### config.mk
export PLATFORM = sky130hd
export DESIGN_NAME = maze_link_pipe
export DESIGN_NICKNAME = d
export VERILOG_FILES = /design/src/rtl/maze_link_pipe.sv
export SDC_FILE = /design/constraint.sdc
export NUM_CORES = 1
export LEC_CHECK = 0
export BUFFER_PORTS_ARGS = -buffer_cell sky130_fd_sc_hd__buf_2
export CORE_UTILIZATION = 56
export DETAILED_ROUTE_END_ITERATION = 7
export PLACE_DENSITY = 0.85
export REMOVE_ABC_BUFFERS = 1
export SYNTH_ARGS = -nofsm -noshare
export SYNTH_HDL_FRONTEND = slang
export SYNTH_SLANG_ARGS = --single-unit
### constraint.sdc
create_clock -name clk -period 2.8 [get_ports clk]
set_input_delay 0.56 -clock clk [delete_from_list [all_inputs] [get_ports clk]]
set_output_delay 0.56 -clock clk [all_outputs]
set_load 0.1 [all_outputs]
### src/rtl/maze_link_pipe.sv
// maze_link_pipe: point-to-point MAZE link built from DEPTH bubble-collapsing
// register stages, carrying one valid/ready packet stream at full throughput.
// Also provides a drain mode, a synchronous flush with drop accounting, live
// occupancy, and saturating in/out/drop packet counters.
//
// Ports:
//   clk, rst_n            clock, asynchronous active-low reset
//   valid_i/ready_o/payload_i   upstream packet handshake
//   valid_o/ready_i/payload_o   downstream packet handshake (last stage)
//   link_en               1: accept new packets, 0: drain only
//   flush                 synchronous clear of all stages (contents dropped)
//   occupancy, empty      number of occupied stages / no stage occupied
//   in_cnt/out_cnt/drop_cnt     saturating packet statistics
//   clr_cnt               synchronous clear of the statistics counters
module maze_link_pipe #(
  parameter  int unsigned PYLD_W = 23,
  parameter  int unsigned DEPTH  = 1,
  parameter  int unsigned CNT_W  = 16,
  localparam int unsigned OCC_W  = $clog2(DEPTH + 1)
) (
  input  logic              clk,
  input  logic              rst_n,
  input  logic              valid_i,
  output logic              ready_o,
  input  logic [PYLD_W-1:0] payload_i,
  output logic              valid_o,
  input  logic              ready_i,
  output logic [PYLD_W-1:0] payload_o,
  input  logic              link_en,
  input  logic              flush,
  output logic [OCC_W-1:0]  occupancy,
  output logic              empty,
  output logic [CNT_W-1:0]  in_cnt,
  output logic [CNT_W-1:0]  out_cnt,
  output logic [CNT_W-1:0]  drop_cnt,
  input  logic              clr_cnt
);

  localparam int unsigned SUM_W = ((CNT_W > OCC_W) ? CNT_W : OCC_W) + 1;
  localparam logic [CNT_W-1:0] CNT_MAX = '1;

  // Reject illegal stage counts at elaboration time.
  generate
    if (DEPTH < 1 || DEPTH > 8) begin : g_bad_depth
      $error("maze_link_pipe: DEPTH must be in 1..8");
    end
  endgenerate

  logic [DEPTH-1:0]  v;
  logic [DEPTH-1:0]  mv;
  logic [PYLD_W-1:0] data [DEPTH];
  logic              accept;
  logic              deliver;
  logic [OCC_W-1:0]  occ_c;
  logic [SUM_W-1:0]  drop_sum_c;

  // Stage advance: a stage moves when it holds a packet and the next slot is
  // free or itself moving; the ripple from the tail collapses bubbles.
  always_comb begin
    mv = '0;
    mv[DEPTH-1] = v[DEPTH-1] & ready_i;
    for (int k = int'(DEPTH) - 2; k >= 0; k--) begin
      mv[k] = v[k] & (~v[k+1] | mv[k+1]);
    end
  end

  // Reset gating keeps the link closed while rst_n is asserted.
  assign ready_o = rst_n & link_en & ~flush & (~v[0] | mv[0]);
  assign accept  = valid_i & ready_o;
  assign deliver = mv[DEPTH-1] & ~flush;

  // Stage valids and payloads; empty stages keep their stale payload.
  always_ff @(posedge clk or negedge rst_n) begin
    if (!rst_n) begin
      v <= '0;
      for (int k = 0; k < int'(DEPTH); k++) begin
        data[k] <= '0;
      end
    end else begin
      if (flush) begin
        v <= '0;
      end else begin
        v[0] <= (v[0] & ~mv[0]) | accept;
        for (int k = 1; k < int'(DEPTH); k++) begin
          v[k] <= (v[k] & ~mv[k]) | mv[k-1];
        end
      end
      if (accept) begin
        data[0] <= payload_i;
      end
      for (int k = 1; k < int'(DEPTH); k++) begin
        if (mv[k-1]) begin
          data[k] <= data[k-1];
        end
      end
    end
  end

  assign valid_o   = v[DEPTH-1];
  assign payload_o = data[DEPTH-1];

  // Occupancy is the population count of the stage valids.
  always_comb begin
    occ_c = '0;
    for (int k = 0; k < int'(DEPTH); k++) begin
      occ_c = occ_c + OCC_W'(v[k]);
    end
  end

  assign occupancy = occ_c;
  assign empty     = ~|v;

  assign drop_sum_c = SUM_W'(drop_cnt) + SUM_W'(occ_c);

  // Statistics counters: clear wins over increment, all saturate.
  always_ff @(posedge clk or negedge rst_n) begin
    if (!rst_n) begin
      in_cnt   <= '0;
      out_cnt  <= '0;
      drop_cnt <= '0;
    end else if (clr_cnt) begin
      in_cnt   <= '0;
      out_cnt  <= '0;
      drop_cnt <= '0;
    end else begin
      if (accept && in_cnt != CNT_MAX) begin
        in_cnt <= in_cnt + CNT_W'(1);
      end
      if (deliver && out_cnt != CNT_MAX) begin
        out_cnt <= out_cnt + CNT_W'(1);
      end
      if (flush) begin
        if (drop_sum_c > SUM_W'(CNT_MAX)) begin
          drop_cnt <= CNT_MAX;
        end else begin
          drop_cnt <= CNT_W'(drop_sum_c);
        end
      end
    end
  end

endmodule
==> results.yml <==
global_routing:
  grt_pass1_wl_um: 14800
  grt_usage: 0.266
  grt_max_degree: 73
  grt_pass1_vias: 3217
  antenna_found_initial: 0
  overflow: 0
clock_network:
  postCtsSetupRepairBufs: 0
  clkSinkCount: 72
  cts_buffer_depth: 2
  path_clk_slew_ps: 80
  cts-root-buf: "clkbuf_8"
  cts_resized: 0
  clk_latency_ps: 350
  cts_tree: "built"
  cts_hold_buf: 0
  cts_buffers: 9
  htreeDepth: 3
logic_synthesis:
  yosys.area.top_type_share: 0.492
  synth_cell_types: 48
  netlist_area_um2: 3660
  yosysTopAreaCell: "dfrtp_1"
  synth_edf_count: 0
  yosysSeqAreaShare: 0.492
  syn_avg_cell_area_um2: 9.00
  postSynthCellCount: 407
  ys_warn_count: 0
  yosysMostFrequentCell: "nand2_1"
  yosys-top-cells-area: "dfrtp_1 (49%), nand2_1 (8.4%), a21oi_1 (3.3%)"
  async_flop_share: 1.00
  synth_common_cells: "nand2_1 (82), dfrtp_1 (72), nor2_1 (26), a21oi_1 (24), nand3_1 (18)"
  synth_seq_cells: 72
  synthFlopType: "dfrtp_1"
final_layout:
  layout.cell_area.non_filler_um2: 4490
  finish.net_count: 540
  diodes: 0
  area_growth_pct: 22.5
  drive_gt1_frac: 0.270
detailed_routing:
  drtIter0Drc: 192
  drt_wl_total_um: 8820
  remaining_drc_errors: 0
  firstDrtPassIters: 5
  num_vias: 3533
  ant_nets: 0
  viasPerCell: 6.01
  wl_per_cell_um: 15.0
pwr:
  combPwrFrac: 0.259
  p_seq_frac: 0.394
  p_leak_nw: 2.19
  clkPwrFrac: 0.346
  powerDensity_nw_per_um2: 648
  intPower_mw: 1.80
  vdd_drop_max_mv: 0.639
  power_switching_mw: 1.11
  switching_share: 0.380
worst_setup_path:
  worstPathRequired_ps: 2240
  start_kind: "flip-flop"
  crit_type: "reg2out"
  r2r_slack_ps: 700
  arrival_ps: 1610
  crit_chain: "or2b_2 -> nand3_1 -> nor2_1 -> buf_12"
  r2r_start: "valid_o$_DFF_PN0_"
  crit_slowest_cell: "dfrtp_1"
  r2r_end: "drop_cnt[15]$_DFFE_PN0P_"
  startpoint: "valid_o$_DFF_PN0_"
  critical-path-max-stage-delay_ps: 530
  cp_max_fo: 8
  r2r_cells: 5
  worst_setup_path_end_kind: "output port"
outcome:
  status: "completed"
sta:
  setup_violations: 0
  fin_crit_sh: 0.777
  worst_hold_slack_ps: 390
  grt_setup_unrepaired: "false"
  hold_violations: 0
  fin_tns_setup_ps: 0
  final_max_slew_viol_count: 0
  min_period_ps: 2170
  max_freq_mhz: 460
  slew-limit-headroom: 0.405
  clock_skew_ps: 9.43
  worstMarginPinSlew_ps: 893
worst_hold_path:
  min-delay-start: "payload_i[3]"
  hold_depth: 3
  hold_class: "in2reg"
  min_to: "payload_o[3]$_DFFE_PN0P_"
placement:
  portBuffers: 104
  dp_hpwl_um: 6080
  placed_cell_area_um2: 4240
  place.gp.congestion: 0.838
floorplanning:
  die_area_um2: 6870
  core_um2: 6310
  dieHeight_um: 82.9
  row_count: 29
  pin_count: 105
  die_x_um: 82.9
  start_util: 0.580
flow_run:
  drv_cap: 0
[per-stage QoR]
stage	util	cells	setup WS, ps	power, mW
after floorplan	-	384	-634	1.76
after global placement	0.672	572	635	1.91
after detailed placement	0.672	572	607	1.92
after CTS	0.711	588	615	2.93
after global routing	0.711	588	569	3.00
final	0.711	588	625	2.91
[cells in the final DEF (no fill, tap or decap), drive strengths merged, types with 2 or more instances in the layout]
| cell type | Yosys | layout |
|---|---|---|
| nor2b | 6 | 6 |
| nor3 | 10 | 10 |
| and3 | 6 | 6 |
| buf | 6 | 111 |
| a31oi | 8 | 8 |
| clkinv | 0 | 3 |
| clkbuf | 17 | 9 |
| o41ai | 2 | 2 |
| o31ai | 15 | 15 |
| nor4 | 9 | 9 |
| nand3b | 2 | 2 |
| nand3 | 19 | 19 |
| o21ai | 10 | 10 |
| a311oi | 5 | 5 |
| a21oi | 24 | 24 |
| or4 | 16 | 16 |
| inv | 15 | 15 |
| a211oi | 8 | 8 |
| nand2 | 82 | 82 |
| bufinv | 0 | 3 |
| nand4 | 13 | 13 |
| and3b | 2 | 2 |
| dfrtp | 72 | 72 |
| mux2 | 4 | 4 |
| and4 | 6 | 6 |
| ha | 4 | 4 |
| or3 | 8 | 8 |
| nor2 | 26 | 26 |
[worst max path at each step]
| stage | end | slack [ps] |
|---|---|---|
| 6_report | ready_o | 630 |
| 5_1_grt | ready_o | 570 |
| 4_1_cts | ready_o | 620 |
| 3_5_place_dp | out_cnt[9]$_DFFE_PN0P_ | 610 |
| 3_3_place_gp | out_cnt[7]$_DFFE_PN0P_ | 630 |
| 2_1_floorplan | ready_o | -630 |
[metal layers]
layer | share of wire | track usage
met2 | 0.48 | 0.427
met4 | 0.014 | 0.102
met5 | 0 | 0
met3 | 0.065 | 0.0537
met1 | 0.44 | 0.356
[cells by family after synthesis]
| group | synth area share |
|---|---|
| and+or+nand+nor | 0.296 |
| DFF | 0.492 |
| muxes | 0.0150 |
| adders and majority gates | 0.0137 |
| buffers and inverters | 0.0434 |
| AOI/OAI and AO/OA | 0.140 |
[sequential cells by signal, summed over array words and instances (netlist names)]
name / cells
drop_cnt: 16
in_cnt: 16
out_cnt: 16
payload_o: 23
valid_o: 1
[worst max-delay path, delay by kind of cell (launching register included)]
| kind | cells | cell delay (ps) |
|---|---|---|
| and+or+nand+nor | 3 | 550 |
| buffers and inverters | 1 | 180 |
| DFF | 1 | 530 |
[power by group through the flow]
stage / clock network, mW / logic [mW] / registers [mW]
6_report: 1.01 / 0.754 / 1.15
5_1_grt: 1.06 / 0.786 / 1.16
4_1_cts: 1.02 / 0.758 / 1.15
3_5_place_dp: 0 / 0.758 / 1.17
3_3_place_gp: 0 / 0.749 / 1.16
2_1_floorplan: 0 / 0.0786 / 1.68
[area by class of cell]
cell class,instances,area [um2]
clock buffer,9,124
fill,488,1830
clock inverter,7,120
timing repair buffer,111,588
multi-input combinational,297,1700
inverter,15,56.3
tap,77,96.3
sequential,72,1800
Note: power is estimated with default switching activity, not from simulation.
